[config.mk]
export PLATFORM = sky130hd
export DESIGN_NAME = fpnew_norm_pipe_flat
export DESIGN_NICKNAME = d
export VERILOG_FILES = /design/src/rtl/fpnew_norm_pipe_pkg.sv /design/src/rtl/fpnew_norm_pipe_if.sv /design/src/rtl/fpnew_lzc.sv /design/src/rtl/fpnew_norm_pipe.sv /design/src/flat_wrapper.sv
export SDC_FILE = /design/constraint.sdc
export NUM_CORES = 1
export LEC_CHECK = 0
export CORE_MARGIN = 3
export CORE_UTILIZATION = 58
export CTS_CLUSTER_DIAMETER = 120
export CTS_CLUSTER_SIZE = 28
export DETAILED_ROUTE_END_ITERATION = 10
export GPL_TIMING_DRIVEN = 0
export PLACE_DENSITY_LB_ADDON = 0.3
export REMOVE_ABC_BUFFERS = 1
export SETUP_SLACK_MARGIN = 0.1
export SLEW_MARGIN = 0
export SYNTH_ARGS = -nofsm -noshare
export SYNTH_HDL_FRONTEND = slang
export SYNTH_SLANG_ARGS = --single-unit
[constraint.sdc]
create_clock -name clk_i -period 6.95 [get_ports clk_i]
set_input_delay 1.39 -clock clk_i [delete_from_list [all_inputs] [get_ports clk_i]]
set_output_delay 1.39 -clock clk_i [all_outputs]
set_load 0.005 [all_outputs]
[src/rtl/fpnew_norm_pipe_pkg.sv]
// Shared types and helpers for the normalization pipe (fpnew_norm_pipe).
// The stage-1 register struct is sized for the package's default configuration.
package fpnew_norm_pipe_pkg;

  localparam int unsigned NormMantWidth = 48;
  localparam int unsigned NormPrecBits  = 24;
  localparam int unsigned NormExpBits   = 8;
  localparam int unsigned NormExpWidth  = 10;
  localparam int unsigned NormTagWidth  = 4;

  // Shift-amount width: must hold a saturated right shift of exactly MantWidth.
  function automatic int unsigned norm_shamt_w(input int unsigned mant_width);
    return $clog2(mant_width) + 1;
  endfunction

  localparam int unsigned NormShamtW = norm_shamt_w(NormMantWidth);

  typedef struct packed {
    logic [NormMantWidth-1:0]       mant;
    logic [NormShamtW-1:0]          shamt;
    logic                           shift_right;
    logic signed [NormExpWidth:0]   exp_f;
    logic                           zero;
    logic                           sign;
    logic                           eff_sub;
    logic [NormTagWidth-1:0]        tag;
  } norm_s1_t;

endpackage

[src/rtl/fpnew_norm_pipe_if.sv]
// Handshake bundle for the normalization pipe: upstream operand side and
// downstream rounder side. master = producer/consumer around the pipe, slave = pipe.
interface fpnew_norm_pipe_if #(
  parameter int unsigned MantWidth = 48,
  parameter int unsigned PrecBits  = 24,
  parameter int unsigned ExpBits   = 8,
  parameter int unsigned ExpWidth  = 10,
  parameter int unsigned TagWidth  = 4
);
  logic                          in_valid;
  logic                          in_ready;
  logic [MantWidth-1:0]          in_mant;
  logic signed [ExpWidth-1:0]    in_exp;
  logic                          in_sign;
  logic                          in_eff_sub;
  logic [TagWidth-1:0]           in_tag;
  logic                          out_valid;
  logic                          out_ready;
  logic [ExpBits+PrecBits-2:0]   abs_value;
  logic [1:0]                    round_sticky;
  logic                          out_sign;
  logic                          out_eff_sub;
  logic                          of;
  logic [TagWidth-1:0]           out_tag;

  modport master (
    output in_valid, in_mant, in_exp, in_sign, in_eff_sub, in_tag, out_ready,
    input  in_ready, out_valid, abs_value, round_sticky, out_sign, out_eff_sub, of, out_tag
  );

  modport slave (
    input  in_valid, in_mant, in_exp, in_sign, in_eff_sub, in_tag, out_ready,
    output in_ready, out_valid, abs_value, round_sticky, out_sign, out_eff_sub, of, out_tag
  );
endinterface

[src/rtl/fpnew_lzc.sv]
// Parameterized zero counter. MODE=1 counts leading zeros (from MSB),
// MODE=0 counts trailing zeros. empty_o flags an all-zero input.
module fpnew_lzc #(
  parameter int unsigned WIDTH = 48,
  parameter bit          MODE  = 1'b1
) (
  input  logic [WIDTH-1:0]         in_i,
  output logic [$clog2(WIDTH)-1:0] cnt_o,
  output logic                     empty_o
);
  localparam int unsigned CntW = $clog2(WIDTH);

  // Priority scan; the first set bit in scan order fixes the count.
  always_comb begin
    cnt_o   = '0;
    empty_o = 1'b1;
    for (int unsigned i = 0; i < WIDTH; i++) begin
      if (empty_o && in_i[MODE ? (WIDTH - 1 - i) : i]) begin
        cnt_o   = CntW'(i);
        empty_o = 1'b0;
      end
    end
  end
endmodule

[src/rtl/fpnew_norm_pipe.sv]
// Two-stage normalization pipe feeding the FP rounder: stage 1 counts leading
// zeros and picks shift amount/direction and final exponent, stage 2 shifts and
// packs {exp, mant} with round/sticky. Optional macro FPNEW_NORM_STATS_EN adds
// saturating subnormal/overflow result counters.
module fpnew_norm_pipe
  import fpnew_norm_pipe_pkg::*;
#(
  parameter int unsigned MantWidth = NormMantWidth,
  parameter int unsigned PrecBits  = NormPrecBits,
  parameter int unsigned ExpBits   = NormExpBits,
  parameter int unsigned ExpWidth  = NormExpWidth,
  parameter int unsigned TagWidth  = NormTagWidth
) (
  input  logic                  clk_i,
  input  logic                  rst_i,
  input  logic                  flush_i,
  fpnew_norm_pipe_if.slave      pipe_io
`ifdef FPNEW_NORM_STATS_EN
  ,
  output logic [15:0]           stat_subnorm_o,
  output logic [15:0]           stat_of_o
`endif
);
  localparam int unsigned ShamtW  = norm_shamt_w(MantWidth);
  localparam int unsigned CntW    = $clog2(MantWidth);
  localparam int unsigned ExpExtW = ExpWidth + 1;
  localparam int unsigned AbsW    = ExpBits + PrecBits - 1;

  // The stage-1 struct comes from the package, so the widths must agree with it.
  if (MantWidth < PrecBits + 2 || MantWidth != NormMantWidth || ExpWidth != NormExpWidth ||
      TagWidth != NormTagWidth) begin : g_bad_cfg
    $error("fpnew_norm_pipe: unsupported parameter combination");
  end

  logic s1_valid_q, s2_valid_q, s1_ready, s2_ready;
  norm_s1_t s1_d, s1_q;
  logic [CntW-1:0] lzc_cnt;
  logic lzc_empty;
  logic signed [ExpExtW-1:0] exp_ext, lzc_ext, neg_exp;

  assign s2_ready = ~s2_valid_q | pipe_io.out_ready;
  assign s1_ready = ~s1_valid_q | s2_ready;
  assign pipe_io.in_ready  = s1_ready;
  assign pipe_io.out_valid = s2_valid_q;

  fpnew_lzc #(
    .WIDTH (MantWidth),
    .MODE  (1'b1)
  ) u_lzc (
    .in_i    (pipe_io.in_mant),
    .cnt_o   (lzc_cnt),
    .empty_o (lzc_empty)
  );

  // Stage 1: choose normal left shift, subnormal left shift, or saturated right shift.
  always_comb begin
    exp_ext = {pipe_io.in_exp[ExpWidth-1], pipe_io.in_exp};
    lzc_ext = ExpExtW'(lzc_cnt);
    neg_exp = -exp_ext;
    s1_d.mant        = pipe_io.in_mant;
    s1_d.zero        = lzc_empty;
    s1_d.sign        = pipe_io.in_sign;
    s1_d.eff_sub     = pipe_io.in_eff_sub;
    s1_d.tag         = pipe_io.in_tag;
    s1_d.shift_right = 1'b0;
    s1_d.shamt       = ShamtW'(lzc_cnt);
    s1_d.exp_f       = exp_ext - lzc_ext + ExpExtW'(1);
    if (lzc_ext > exp_ext) begin
      s1_d.exp_f = '0;
      if (!exp_ext[ExpExtW-1]) begin
        s1_d.shamt = ShamtW'(exp_ext);
      end else begin
        s1_d.shift_right = 1'b1;
        s1_d.shamt = (neg_exp > $signed(ExpExtW'(MantWidth))) ? ShamtW'(MantWidth)
                                                               : ShamtW'(neg_exp);
      end
    end
  end

  // Stage-1 data: loads whenever the stage can accept, valid or not.
  always_ff @(posedge clk_i) begin
    if (s1_ready) s1_q <= s1_d;
  end

  logic [2*MantWidth-1:0] wide;
  logic [MantWidth-1:0]   shifted;
  logic                   out_sticky, unused_hidden;
  logic [AbsW-1:0]        abs_d;
  logic [1:0]             rs_d;
  logic                   of_d, subnorm_d;

  // Stage 2: a double-width shift keeps right-shifted-out bits in the low half.
  always_comb begin
    wide = {s1_q.mant, {MantWidth{1'b0}}};
    if (s1_q.shift_right) wide = wide >> s1_q.shamt;
    else                  wide = wide << s1_q.shamt;
    shifted       = wide[2*MantWidth-1:MantWidth];
    out_sticky    = |wide[MantWidth-1:0];
    unused_hidden = shifted[MantWidth-1];
    of_d      = ~s1_q.zero && (s1_q.exp_f >= $signed(ExpExtW'(2**ExpBits - 1)));
    subnorm_d = ~s1_q.zero && (s1_q.exp_f == '0);
    abs_d = {s1_q.exp_f[ExpBits-1:0], shifted[MantWidth-2 -: PrecBits-1]};
    rs_d  = {shifted[MantWidth-PrecBits-1],
             (|shifted[MantWidth-PrecBits-2:0]) | out_sticky};
    if (s1_q.zero) begin
      abs_d = '0;
      rs_d  = 2'b00;
    end else if (of_d) begin
      abs_d = {ExpBits'(2**ExpBits - 2), {(PrecBits-1){1'b1}}};
      rs_d  = 2'b11;
    end
  end

  logic [AbsW-1:0]     abs_q;
  logic [1:0]          rs_q;
  logic                of_q, sign_q, eff_sub_q, subnorm_q;
  logic [TagWidth-1:0] tag_q;

  // Valid bits: flush and reset kill everything in flight.
  always_ff @(posedge clk_i) begin
    if (rst_i || flush_i) begin
      s1_valid_q <= 1'b0;
      s2_valid_q <= 1'b0;
    end else begin
      if (s1_ready) s1_valid_q <= pipe_io.in_valid;
      if (s2_ready) s2_valid_q <= s1_valid_q;
    end
  end

  // Output register: held while stalled, cleared on reset so outputs read zero.
  always_ff @(posedge clk_i) begin
    if (rst_i) begin
      abs_q     <= '0;
      rs_q      <= '0;
      of_q      <= 1'b0;
      sign_q    <= 1'b0;
      eff_sub_q <= 1'b0;
      subnorm_q <= 1'b0;
      tag_q     <= '0;
    end else if (s2_ready && s1_valid_q) begin
      abs_q     <= abs_d;
      rs_q      <= rs_d;
      of_q      <= of_d;
      sign_q    <= s1_q.sign;
      eff_sub_q <= s1_q.eff_sub;
      subnorm_q <= subnorm_d;
      tag_q     <= s1_q.tag;
    end
  end

  assign pipe_io.abs_value    = abs_q;
  assign pipe_io.round_sticky = rs_q;
  assign pipe_io.of           = of_q;
  assign pipe_io.out_sign     = sign_q;
  assign pipe_io.out_eff_sub  = eff_sub_q;
  assign pipe_io.out_tag      = tag_q;

`ifdef FPNEW_NORM_STATS_EN
  logic [15:0] stat_subnorm_q, stat_of_q;
  logic        out_hs;
  assign out_hs = s2_valid_q & pipe_io.out_ready;

  // Saturating result-class counters; only reset clears them.
  always_ff @(posedge clk_i) begin
    if (rst_i) begin
      stat_subnorm_q <= '0;
      stat_of_q      <= '0;
    end else if (out_hs) begin
      if (subnorm_q && stat_subnorm_q != 16'hFFFF) stat_subnorm_q <= stat_subnorm_q + 16'd1;
      if (of_q && stat_of_q != 16'hFFFF)           stat_of_q      <= stat_of_q + 16'd1;
    end
  end

  assign stat_subnorm_o = stat_subnorm_q;
  assign stat_of_o      = stat_of_q;
`else
  logic unused_subnorm;
  assign unused_subnorm = subnorm_q;
`endif
endmodule

[src/flat_wrapper.sv]
// flat-port wrapper written by rule: the top's interface ports become plain ports
module fpnew_norm_pipe_flat import fpnew_norm_pipe_pkg::*;
#(
  parameter int unsigned MantWidth = NormMantWidth,
  parameter int unsigned PrecBits  = NormPrecBits,
  parameter int unsigned ExpBits   = NormExpBits,
  parameter int unsigned ExpWidth  = NormExpWidth,
  parameter int unsigned TagWidth  = NormTagWidth
)
  (clk_i, rst_i, flush_i, pipe_io_in_valid, pipe_io_in_mant, pipe_io_in_exp, pipe_io_in_sign, pipe_io_in_eff_sub, pipe_io_in_tag, pipe_io_out_ready, pipe_io_in_ready, pipe_io_out_valid, pipe_io_abs_value, pipe_io_round_sticky, pipe_io_out_sign, pipe_io_out_eff_sub, pipe_io_of, pipe_io_out_tag);
  fpnew_norm_pipe_if #(.MantWidth(MantWidth), .PrecBits(PrecBits), .ExpBits(ExpBits), .ExpWidth(ExpWidth), .TagWidth(TagWidth)) pipe_io_i ();
  input  logic clk_i;
  input  logic rst_i;
  input  logic flush_i;
  input wire logic [$bits(pipe_io_i.in_valid)-1:0] pipe_io_in_valid;
  input wire logic [$bits(pipe_io_i.in_mant)-1:0] pipe_io_in_mant;
  input wire logic [$bits(pipe_io_i.in_exp)-1:0] pipe_io_in_exp;
  input wire logic [$bits(pipe_io_i.in_sign)-1:0] pipe_io_in_sign;
  input wire logic [$bits(pipe_io_i.in_eff_sub)-1:0] pipe_io_in_eff_sub;
  input wire logic [$bits(pipe_io_i.in_tag)-1:0] pipe_io_in_tag;
  input wire logic [$bits(pipe_io_i.out_ready)-1:0] pipe_io_out_ready;
  output wire logic [$bits(pipe_io_i.in_ready)-1:0] pipe_io_in_ready;
  output wire logic [$bits(pipe_io_i.out_valid)-1:0] pipe_io_out_valid;
  output wire logic [$bits(pipe_io_i.abs_value)-1:0] pipe_io_abs_value;
  output wire logic [$bits(pipe_io_i.round_sticky)-1:0] pipe_io_round_sticky;
  output wire logic [$bits(pipe_io_i.out_sign)-1:0] pipe_io_out_sign;
  output wire logic [$bits(pipe_io_i.out_eff_sub)-1:0] pipe_io_out_eff_sub;
  output wire logic [$bits(pipe_io_i.of)-1:0] pipe_io_of;
  output wire logic [$bits(pipe_io_i.out_tag)-1:0] pipe_io_out_tag;
  assign pipe_io_i.in_valid = pipe_io_in_valid;
  assign pipe_io_i.in_mant = pipe_io_in_mant;
  assign pipe_io_i.in_exp = pipe_io_in_exp;
  assign pipe_io_i.in_sign = pipe_io_in_sign;
  assign pipe_io_i.in_eff_sub = pipe_io_in_eff_sub;
  assign pipe_io_i.in_tag = pipe_io_in_tag;
  assign pipe_io_i.out_ready = pipe_io_out_ready;
  assign pipe_io_in_ready = pipe_io_i.in_ready;
  assign pipe_io_out_valid = pipe_io_i.out_valid;
  assign pipe_io_abs_value = pipe_io_i.abs_value;
  assign pipe_io_round_sticky = pipe_io_i.round_sticky;
  assign pipe_io_out_sign = pipe_io_i.out_sign;
  assign pipe_io_out_eff_sub = pipe_io_i.out_eff_sub;
  assign pipe_io_of = pipe_io_i.of;
  assign pipe_io_out_tag = pipe_io_i.out_tag;
  fpnew_norm_pipe #(.MantWidth(MantWidth), .PrecBits(PrecBits), .ExpBits(ExpBits), .ExpWidth(ExpWidth), .TagWidth(TagWidth)) u_core (.clk_i(clk_i), .rst_i(rst_i), .flush_i(flush_i), .pipe_io(pipe_io_i));
endmodule
==> results of run 1 <==
-- placed cells by master (no fill, tap or decap), drive strengths merged, types with 4 or more instances in the layout --
cell type      count
mux2i             61
dfxtp             42
clkbuf            23
nand2b            12
clkdlybuf4s50    109
nor2b             24
nor4               9
or4                4
o32ai              4
a22oi             30
o211ai            10
o21ai             67
a21oi             92
o311ai             8
nor3              33
edfxtp            74
ha                22
or3                8
mux2              49
nor2             151
nand4             11
a21o               5
inv               46
o221ai             8
o22ai             21
nand3             33
buf               19
a31oi             16
a2111oi           13
mux4              71
o21bai             4
and3               4
a211oi            28
nand2             96
clkinv             4
nand3b             5
xnor2              8
and2               8
o21a               6
-- final cells by class --
class / count / area, um2 / area share
Multi-Input combinational cell: 969 / 7410 / 0.568
Sequential cell: 116 / 3060 / 0.235
Timing Repair Buffer: 128 / 1550 / 0.119
Clock buffer: 23 / 510 / 0.0392
Tap cell: 229 / 287 / 0.0220
Inverter: 42 / 159 / 0.0122
Clock inverter: 9 / 58.8 / 0.00451
-- path summary, 6_finish.rpt --
check | startpoint | endpoint | slack, ps | cells past startpoint
worst max-delay path | pipe_io_in_mant[19] | u_core.s1_q[16] | 480 | 21
worst min-delay path | u_core.pipe_io.abs_value[5] | u_core.pipe_io.abs_value[5] | 450 | 2
worst max register to register | u_core.s1_q[19] | u_core.pipe_io.round_sticky[0] | 2300 | 15
worst min register to register | u_core.pipe_io.abs_value[5] | u_core.pipe_io.abs_value[5] | 450 | 2
-- kinds of logic after synthesis --
kind of cell / Yosys count / share of synthesized area
compound gates: 341 / 0.201
xor+xnor: 8 / 0.00632
fa+ha+maj: 25 / 0.0294
buf+inv: 132 / 0.0583
flops: 116 / 0.276
mux: 181 / 0.253
simple gates: 414 / 0.176
-- per-layer routing --
| layer | track usage | part of all wire | up-vias |
|---|---|---|---|
| li1 | - | - | 4841 |
| met1 | 0.491 | 0.41 | 5113 |
| met2 | 0.532 | 0.45 | 698 |
| met3 | 0.0658 | 0.098 | 96 |
| met4 | 0.127 | 0.038 | 0 |
| met5 | 0 | 0 | - |
-- power by group through the flow --
stage	Clock (mW)	Sequential, mW	Combinational [mW]
after floorplan	0	0.871	0.562
after global placement	0	0.902	0.817
after detailed placement	0	0.862	0.886
after CTS	0.863	0.849	0.895
after global routing	0.894	0.855	0.989
final	0.852	0.850	0.927
-- what timing repair did --
action / in CTS / in global routing
hold buffers: 0 / 0
endpoints found under the setup margin: 0 / 1
resized for setup: 0 / 3
setup buffers: 0 / 0
-- sequential cells by signal, summed over array words and instances, names as in the netlist --
name,cells
u_core.pipe_io.out_eff_sub,1
u_core.pipe_io.out_sign,1
u_core.pipe_io.round_sticky,2
u_core.pipe_io.of,1
u_core.s1_q,74
u_core.pipe_io.out_tag,4
u_core.pipe_io.out_valid,1
u_core.s1_valid_q,1
u_core.pipe_io.abs_value,31
-- worst max-delay path: cells and delay by family --
family                   cells  cell delay, ps
AO/OA/AOI/OAI                7            1080
buffers and inverters        1             490
adder cells (fa/ha/maj)      3             960
XOR/XNOR                     1             180
AND/OR/NAND/NOR              9            2520
-- per-stage QoR --
step | setup TNS (ps) | hold WS [ps]
6_report | 0 | 449
5_1_grt | 0 | 464
4_1_cts | 0 | 450
3_5_place_dp | 0 | 444
3_3_place_gp | -8110 | 438
2_1_floorplan | 0 | 442
==> results.cfg, run 1 <==
[floorplan]
die_area_mm2 = 0.0208
num_io_pins = 111
chipHeight_um = 144
rows = 49
core_mm2 = 0.0184
start_util = 0.603
dieWidth_um = 144

[clocking]
cts_tree = built
clk_pin_slew_ps = 60
numCtsBuffers = 17
clock_latency_ps = 420
clock-sinks = 116
htreeDepth = 4
clockBufferDepth = 2
root_buffer = clkbuf_16

[power_and_ir_drop]
clockPowerShare = 0.324
combPwrFrac = 0.352
p_leak_nw = 4.74
vdd_drop_max_mv = 0.165
p_seq_frac = 0.323
switching_power_uw = 920
cellPowerDensity_mw_per_mm2 = 202
swShare = 0.350
p_int_mw = 1.71
finalPower_mw = 2.63

[synth]
synth_edf_count = 74
ys.warnings.count = 0
ys_top_cells_by_count = 151 x nor2_1, 96 x nand2_1, 91 x a21oi_1
synth.cell_area_mm2 = 0.0111
yosysTopAreaCellShare = 0.200
yosysMostFrequentCell = nor2_1
async_reset_ff_frac = 0
synthFlopType = edfxtp_1
syn_area_per_cell_um2 = 9.11
synth_area_leaders = edfxtp_1 20%, mux4_2 13%, dfxtp_1 7.6%, mux2i_1 5.3%, nor2_1 5.1%
ys_types = 85
yosysTopAreaCell = edfxtp_1
ys_seq_area_frac = 0.276
ys_ff_latch = 116
syn_inst = 1217

[final_layout]
drive_gt1_frac = 0.143
final_cell_area_mm2 = 0.0130
nets = 1367
fillers = 1383
insertedDiodeCount = 0
area_growth_pct = 17.6
final_cells = 1516
final_core_util = 0.709

[timing]
fin_worst_skew_ps = 16.3
setup_viol_count_final = 0
maxSlewHeadroom = 0.207
slew_violations = 0
fmax_ghz = 0.155
finalHoldViolations = 0
tightest_slew_ps = 1190
post-route-period-util = 0.931
finalWorstSetupSlack_ps = 478
rsz0062_at_grt = false
period_minus_slack_ps = 6470

[global_routing]
grtUsageTotal = 0.346
grt_pass1_wl_um = 55900
antenna_found_initial = 0
grt_max_degree = 76
grt_pass1_vias = 9780
overflow = 0

[setup_path]
crit_type = primary input to register
critPathMostFrequentCell = nor2_1
critPathMaxStageDelay_ps = 610
critPathArrivalTime_ps = 6610
path_cells = clkdlybuf4s50_1, nor4_1, nand2_1, or3_1, or4_1, or3_1, o311a_1, o311ai_1, nor2_1, ha_1, ha_1, fa_1, a21oi_1, nor2_1, nor2_1, o21ai_0, a21oi_1, o21bai_1, a21oi_1, xnor2_1, nor2_1
cp_slowest_cell = or4_1
crit_path_start_kind = primary input
crit_fanout = 6
endpoint_kind = register
critPathRequiredTime_ps = 7090

[detailed_routing]
wl_per_cell_um = 23.5
drc = 0
vias = 10700
first_pass_iters = 6
via_per_inst = 7.09
drt_iter0_drc = 1407
wl_um = 35700
postRouteAntennaNets = 0

[placed_design]
port_buffers = 110
gp_congestion = 0.988
place_area_mm2 = 0.0124
pre_cts_slack_ps = 168
dp_cells = 1483
hpwlAfterDp_um = 26300

[run_status]
status = complete, no violations

[flow_run]
maxCapViolCount = 0

[hold_path]
hold_path_class = register to register
Note: power is estimated with default switching activity, not from simulation.
==> run 2, diff against run 1 <==
--- a/config.mk
+++ b/config.mk
@@ -17,4 +17,5 @@
 export SLEW_MARGIN = 0
 export SYNTH_ARGS = -nofsm -noshare
 export SYNTH_HDL_FRONTEND = slang
+export SYNTH_HIERARCHICAL = 1
 export SYNTH_SLANG_ARGS = --single-unit
==> run 2 against run 1 <==
Net effect: flip-flop and latch count stayed put; clock skew rose by 5.0 ps; sequential share of layout area down 1.8 points; die area grew 8.9%; sequential power increased by 0.8%; cell area rose by 8.4%; clock power up 5.0%; total power grew 4.2%; critical path type unchanged; highest routed layer unchanged; first-iteration DRC count up 18%; combinational power rose by 6.4%; setup slack better by 860 ps.
==> results.cfg, run 2 <==
[setup_path]
critPathArrivalTime_ps = 5780
crit_type = primary input to register
crit_path_start_kind = primary input
critPathRequiredTime_ps = 7110
crit_fanout = 5
startpoint = pipe_io_in_mant[14]
worstRegToRegCells = 13
r2r_start = u_core/s1_q[19]
endpoint_kind = register

[synth]
syn_inst = 1370
ys.warnings.count = 6
syn_area_per_cell_um2 = 8.84
ys_seq_area_frac = 0.253
synth_area_leaders = edfxtp_1 18%, mux4_2 12%, mux2i_1 8.2%, dfxtp_1 6.9%, nor2_1 5.2%
yosysTopAreaCellShare = 0.184
async_reset_ff_frac = 0
ys_top_cells_by_count = 167 x nor2_1, 126 x nand2_1, 99 x mux2i_1
yosysMostFrequentCell = nor2_1
ys_types = 93
synth_edf_count = 74
yosysTopAreaCell = edfxtp_1
synthFlopType = edfxtp_1
ys_ff_latch = 116
synth.cell_area_mm2 = 0.0121

[final_layout]
final_cells = 1685
insertedDiodeCount = 0
top_register = u_core/s1_q
area_growth_pct = 16.7
nets = 1497
fillers = 1594
final_common_cell = nor2_1
drive_gt1_frac = 0.144
largest_reg_flops = 74
final_core_util = 0.694
final_cell_mix = 166 x nor2_1, 125 x nand2_1, 109 x clkdlybuf4s50_1, 99 x mux2i_1, 89 x a21oi_1

[global_routing]
antenna_found_initial = 0
grt_max_degree = 76
overflow = 0
grtUsageTotal = 0.340
grt_pass1_wl_um = 59600
grt_pass1_vias = 10500

[detailed_routing]
wl_um = 39000
via_per_inst = 6.95
vias = 11700
wl_per_cell_um = 23.1
drc = 0
postRouteAntennaNets = 0
drt_iter0_drc = 1662
first_pass_iters = 6

[clocking]
cts_tree = built
clock-sinks = 116
root_buffer = clkbuf_16
numCtsBuffers = 17
clockBufferDepth = 2
cts_hold_buffers = 0
cts_resized = 0
htreeDepth = 4
clock_latency_ps = 440
clk_pin_slew_ps = 60
cts_setup_buffers = 0

[placed_design]
hpwlAfterDp_um = 28200
dp_cells = 1652
gp_congestion = 0.982
port_buffers = 110

[floorplan]
die_area_mm2 = 0.0226
rows = 52
chipHeight_um = 150
start_util = 0.595
core_mm2 = 0.0204
num_io_pins = 111
dieWidth_um = 150

[timing]
rsz0062_at_grt = false
post-route-period-util = 0.808
maxSlewHeadroom = 0.0892
finalHoldViolations = 0
fmax_ghz = 0.178
tightest_slew_ps = 1370
period_minus_slack_ps = 5610
fin_worst_skew_ps = 21.4
setup_viol_count_final = 0
slew_violations = 0

[hold_path]
hold_path_class = register to register
hp-start = u_core/pipe_io.out_tag[0]
hold_depth = 2

[flow_run]
maxCapViolCount = 0

[run_status]
status = complete, no violations

[power_and_ir_drop]
p_leak_nw = 5.14
finalPower_mw = 2.74
cellPowerDensity_mw_per_mm2 = 194
vdd_drop_max_mv = 0.163
run 2: cell count changes after synthesis, sizes merged, moves of 7 or more:
cell     previous run  this run
mux2i              61       101
nand2              96       126
clkbuf             43        68
a2111oi            13         6
nor3               33        44
nand3              33        21
a221oi              1         9
and3                4        11
buf                47        56
nand2b             12        20
a211oi             28        17
nor2              151       167
run 2: worst max-delay path, cell delays in order:
cell and delay (ps):
clkdlybuf4s50_1 490, or4_1 630, nor3_1 490, nand2_1 160, o32a_1 360, o211ai_1 200, ha_1 320, inv_1 60
ha_1 150, inv_1 70, fa_1 430, nor2b_1 160, o21ai_0 90, nand2b_1 120, a21o_1 130, a21o_1 130
a21oi_1 70, nor2_1 90, nor2_1 60, xnor2_1 120, nor2_1 50
run 2: where the power goes:
group / internal, mW / switching, mW
Combinational: 0.446 / 0.540
Sequential: 0.776 / 0.0808
Clock: 0.537 / 0.358
Total: 1.76 / 0.979
run 2: layer usage:
layer	track usage	wire, um	vias up
li1	-	-	5286
met1	0.475	15400	5502
met2	0.519	17600	797
met3	0.0765	4520	118
met4	0.124	1450	0
met5	0	0	-
run 2: final timing paths:
path,end,slack (ps)
worst max register to register,u_core/pipe_io.round_sticky[0],2260
worst min register to register,u_core/pipe_io.out_tag[0],450
worst min-delay path,u_core/pipe_io.out_tag[0],450
worst max-delay path,u_core/s1_q[16],1340
run 2: final cells by class:
type | count | area (um2) | area share
multi-input combinational | 1085 | 8230 | 0.582
sequential | 116 | 3060 | 0.217
timing repair buffer | 137 | 1740 | 0.123
clock buffer | 20 | 478 | 0.0338
tap | 270 | 338 | 0.0239
inverter | 45 | 169 | 0.0120
clock inverter | 12 | 114 | 0.00806
run 2: stage by stage:
step	cell area, um2	setup WS (ps)	hold WS [ps]	setup TNS, ps
finish	14100	1340	453	0
global route	14100	1030	473	0
CTS	14100	1380	456	0
detailed placement	13500	936	450	0
global placement	12900	-1900	441	-27650
floorplan	11400	-86.4	447	-86.4
run 2: logic make-up (layout without fill, tap and decap cells):
kind of cell | Yosys count | in the layout | synth area share
and+or+nand+nor | 477 | 477 | 0.188
AOI/OAI and AO/OA | 356 | 356 | 0.197
muxes | 219 | 219 | 0.260
buffers and inverters | 169 | 214 | 0.0687
DFF | 116 | 116 | 0.253
adders and majority gates | 26 | 26 | 0.0281
xor gates and xnor gates | 7 | 7 | 0.00506
